**src/rtl/dfmul_serial.sv**
```systemverilog
// Digit-serial BCD multiplier: MSD-first over the multiplier, shift the partial product one digit
// then add the multiplicand once per unit of that digit. Shares the divider's ld/done handshake.
module dfmul_serial #(
  parameter int unsigned N = 33
) (
  input  logic           clk,
  input  logic           rst,
  input  logic           ld,
  input  logic [4*N-1:0] a,
  input  logic [4*N-1:0] b,
  output logic [8*N-1:0] p,
  output logic           done,
  output logic           err,
  output logic [7:0]     lzcnt
);

  localparam int ND = 2 * N;

  typedef enum logic [1:0] {StIdle, StShift, StAddn, StDone} state_e;

  state_e         state_q, state_d;
  logic [4*N-1:0] ai_q, bi_q;
  logic [8*N-1:0] pi_q, sum;
  logic [3:0]     cnt_q;
  logic [7:0]     dcnt_q;
  logic           bad_in;
  logic           shift_en, add_en, dec_en, fin_en;

  // Decimal add over 2N digits, multiplicand zero-extended; top carry dropped.
  always_comb begin
    logic [8*N-1:0] aext;
    logic [4:0]     dsum;
    logic           carry;
    aext  = {{(4*N){1'b0}}, ai_q};
    sum   = '0;
    dsum  = '0;
    carry = 1'b0;
    for (int i = 0; i < ND; i++) begin
      dsum = {1'b0, pi_q[4*i +: 4]} + {1'b0, aext[4*i +: 4]} + {4'b0, carry};
      if (dsum > 5'd9) begin
        dsum  = dsum - 5'd10;
        carry = 1'b1;
      end else begin
        carry = 1'b0;
      end
      sum[4*i +: 4] = dsum[3:0];
    end
  end

  always_comb begin
    bad_in = 1'b0;
    for (int i = 0; i < N; i++) begin
      if (a[4*i +: 4] > 4'd9 || b[4*i +: 4] > 4'd9) bad_in = 1'b1;
    end
  end

  always_comb begin
    logic found;
    lzcnt = '0;
    found = 1'b0;
    for (int i = ND - 1; i >= 0; i--) begin
      if (!found) begin
        if (p[4*i +: 4] == 4'd0) lzcnt = lzcnt + 8'd1;
        else found = 1'b1;
      end
    end
  end

  // State register
  always_ff @(posedge clk or posedge rst) begin
    if (rst) state_q <= StIdle;
    else     state_q <= state_d;
  end

  // Next-state logic; ld restarts from any state
  always_comb begin
    state_d = state_q;
    if (ld) begin
      state_d = StShift;
    end else begin
      unique case (state_q)
        StShift: state_d = StAddn;
        StAddn: begin
          if (cnt_q == 4'd0) state_d = (dcnt_q == 8'd0) ? StDone : StShift;
        end
        StDone:  state_d = StIdle;
        default: state_d = StIdle;
      endcase
    end
  end

  // Datapath strobes
  always_comb begin
    shift_en = 1'b0;
    add_en   = 1'b0;
    dec_en   = 1'b0;
    fin_en   = 1'b0;
    if (!ld) begin
      unique case (state_q)
        StShift: shift_en = 1'b1;
        StAddn: begin
          add_en = (cnt_q != 4'd0);
          dec_en = (cnt_q == 4'd0) && (dcnt_q != 8'd0);
        end
        StDone:  fin_en = 1'b1;
        default: ;
      endcase
    end
  end

  always_ff @(posedge clk or posedge rst) begin
    if (rst) begin
      ai_q   <= '0;
      bi_q   <= '0;
      pi_q   <= '0;
      cnt_q  <= '0;
      dcnt_q <= '0;
      p      <= '0;
      done   <= 1'b0;
      err    <= 1'b0;
    end else if (ld) begin
      ai_q   <= a;
      bi_q   <= b;
      pi_q   <= '0;
      cnt_q  <= '0;
      dcnt_q <= 8'(N - 1);
      done   <= 1'b0;
      err    <= bad_in;
    end else begin
      if (shift_en) begin
        pi_q  <= pi_q << 4;
        bi_q  <= bi_q << 4;
        cnt_q <= bi_q[4*N-1 -: 4];
      end
      if (add_en) begin
        pi_q  <= sum;
        cnt_q <= cnt_q - 4'd1;
      end
      if (dec_en) dcnt_q <= dcnt_q - 8'd1;
      if (fin_en) begin
        p    <= pi_q;
        done <= 1'b1;
      end
    end
  end

endmodule

```
**config.mk**
```make
export PLATFORM = sky130hd
export DESIGN_NAME = dfmul_serial
export DESIGN_NICKNAME = d
export VERILOG_FILES = /design/src/rtl/dfmul_serial.sv
export SDC_FILE = /design/constraint.sdc
export NUM_CORES = 2
export LEC_CHECK = 0
export CORE_MARGIN = 4
export CORE_UTILIZATION = 50
export DETAILED_ROUTE_END_ITERATION = 6
export GPL_ROUTABILITY_DRIVEN = 1
export PLACE_DENSITY = 0.71
export SLEW_MARGIN = 20
export SYNTH_ARGS = -nofsm -noshare
export SYNTH_HDL_FRONTEND = slang
export SYNTH_SLANG_ARGS = --single-unit
export TNS_END_PERCENT = 30
```
**constraint.sdc**
```tcl
create_clock -name clk -period 85.8 [get_ports clk]
set_input_delay 17.16 -clock clk [delete_from_list [all_inputs] [get_ports clk]]
set_output_delay 17.16 -clock clk [all_outputs]
set_load 0.01 [all_outputs]
```
==> run metrics <==
run status finished, final reports clean; Max Slew Vio Count 0; Design Area, Final 0.06785 sq mm; area of the die 0.1207 sq mm; Gate Count Post-Synth 6227; Slew HR 12.65%; Synth Warn # 0; top layer used by detailed routing met5; DRT Pass-1 Iters 6; NumNets Final 7221; area of the mapped netlist 0.05758 sq mm; Placed Area 0.06417 sq mm; register area share after synthesis 35.11%; Final ANT Viol Nets 0; Most used DFF post-synth dfrtp_1; IO buf count 540; Fin. Hold Viols 0; gr ovfl total 0; num ports 541; worst-path fanout max 7; Critical Path Source Type flip-flop; post-layout min period 80200 ps; DR WL/cell 20.90 um; Met2 Routed Length 80.32 mm; largest net degree at the start of global routing 199; Vias per Instance 5.927; period utilization 93.47%; Area contributors post-synth dfrtp_1 35%, mux2_2 6.7%, ha_1 6.6%; total track usage 27.30%; clk_skew 34.56 ps; DR vias 48470; synth unique cells 107; Max Clk Rate 12.47 MHz; Tightest Pin Transition 1310 ps; Total Wirelength 170.9 mm; first-pass GRT wire length 267.2 mm; initial antenna violation count 19; leakage power 30.43 nW; CTS Hold Bufs 0; number of synthesized flops with an enable pin 0; Logic pwr share 50.6%; most common cell in the synthesized netlist dfrtp_1; worst-skew pair later-pin latency 680 ps; R2R setup slack 5600 ps; Hold Crit Class reg2reg; GP Congestion 0.9084; Reg2Reg Depth 431; vias in the first global route 47170; switching fraction of total power 41.19%; crit-path max cell delay 510 ps; CP Capture Type flip-flop; Layout Cells excl Fill 8178; power density cells 25.71 mW/mm^2; Synth Net Count 6861; Die H 347.4 um; cts bufs inserted 94; Hold Slack 514.4 ps; Initial DRC Count 3651; Site Rows 124; Async SR Flop Fraction 100.0%; Flop pwr share 25.5%; Clock transition at path regs 70 ps; CTS tree yes; CTS Sinks 808; crit path kind reg2reg; Core ar. 0.1143 sq mm; Commonest cells post-synth 808 x dfrtp_1, 626 x nand2_1, 448 x nor2_1; final setup fails 0; DRC Markers 0; Synth top area share 35.11%; dpl hpwl 125.1 mm; met1 WL 73.33 mm; Max-Cap Viols 0; CP required 86310 ps; P&R area growth vs syn 17.84%; Sw Pwr 0.0007184 W; clock group share of total power 23.9%; number of instances in the placed design 7995; Die Span X 347.4 um; flops & latches, synth 808; CP max-delay cell or4_1; layout cells sized above 1 10.88%; CTS Buffer Depth 3; Internal Pwr Total 0.001026 W; CP most frequent cell inv_1; Initial Utilization 50.36%; Hold Crit Depth 1; biggest area consumer among synthesized cells dfrtp_1; CTS H-Tree Depth 3; Avg Cell Area, Syn 9.247 sq um; clk root buf clkbuf_16; maximum VDD drop 18.37 uV; routed wl met3 10.80 mm; arrival time worst endpoint 80710 ps
registers in the layout (all words and copies together) (netlist names):
signal	cells
bi_q	132
cnt_q	4
p	264
ai_q	132
dcnt_q	8
pi_q	264
err	1
state_q	2
done	1
routing by layer:
metal	global-route usage (%)	vias to the layer above
li1	-	22950
met1	36.44	23830
met2	44.60	1372
met3	5.196	312
met4	9.594	14
met5	0	-
per-stage QoR:
stage	TNS [ps]	util (%)	setup slack [ps]	total power [W]
floorplan	0	-	9162	0.001081
global placement	0	56.11	5478	0.001288
detailed placement	0	56.12	1189	0.001307
CTS	0	58.89	826.5	0.001732
global route	-977.7	59.32	-385.9	0.001864
finish	0	59.34	5603	0.001744
placed cells by master, fill, tap and decap left out, types with 32 or more instances in the layout:
cell type,instances
dfrtp_1,808
nand2_1,626
clkdlybuf4s50_1,539
nor2_1,446
o21ai_0,404
mux2_2,344
mux2i_1,327
inv_1,323
a21oi_1,321
ha_1,300
xnor2_1,288
a211oi_1,228
nand3_1,99
nor3_1,97
clkbuf_16,95
xor2_1,92
a21o_1,81
or3_1,74
fa_1,65
nor4_1,64
and2_1,63
buf_4,61
a31oi_1,60
and3_1,55
or4_1,52
nor2b_1,52
a311oi_1,49
nand2b_1,41
nand4_1,41
o211a_1,36
o21ai_2,33
xnor2_2,32
cells by family (layout without fill, tap and decap cells):
group / Yosys count / after routing / share of synthesized area, %
fa+ha+maj: 371 / 371 / 8.892
flops: 808 / 808 / 35.11
xor+xnor: 459 / 459 / 8.220
other cells: 0 / 14 / 0
buf+inv: 667 / 1092 / 4.400
mux: 671 / 671 / 12.41
compound gates: 1434 / 1434 / 15.78
simple gates: 1817 / 1817 / 15.18
critical path: cells and delay by family, from the launching register on:
kind / cells / cell delay [ps]
AOI/OAI and AO/OA: 98 / 14410
xor gates and xnor gates: 18 / 3420
adders and majority gates: 132 / 39280
buffers and inverters: 111 / 11820
DFF: 1 / 400
muxes: 1 / 200
and+or+nand+nor: 71 / 10400
final cells by class:
type	count	area [sq um]
clock inverter	39	534.3
clock buffer	122	2639
tap	1512	1892
multi-input combinational	4752	35310
antenna	14	35.03
timing repair buffer	607	5996
inverter	324	1224
fill	9698	46490
sequential	808	20220
worst paths after layout:
check | start | end
worst max-delay path | pi_q[0] | pi_q[263]
worst min-delay path | ai_q[14] | ai_q[14]
min in group asynchronous | rst | bi_q[8]
worst min register to register | ai_q[14] | ai_q[14]
worst max register to register | pi_q[0] | pi_q[263]
max in group asynchronous | rst | p[160]
power by group through the flow:
stage	clock network, W	registers [W]	logic [W]
after floorplan	0	0.000445	0.000636
after global placement	0	0.000449	0.000838
after detailed placement	0	0.000450	0.000857
after CTS	0.000424	0.000444	0.000864
after global routing	0.000440	0.000449	0.000975
final	0.000416	0.000445	0.000883
repair_timing:
action / 4_1_cts / 5_1_grt
hold endpoints to repair: 0 / 0
resized for setup: 0 / 107
buffers inserted: 0 / 7
endpoints found under the setup margin: 0 / 24
Note: power is estimated with default switching activity, not from simulation.
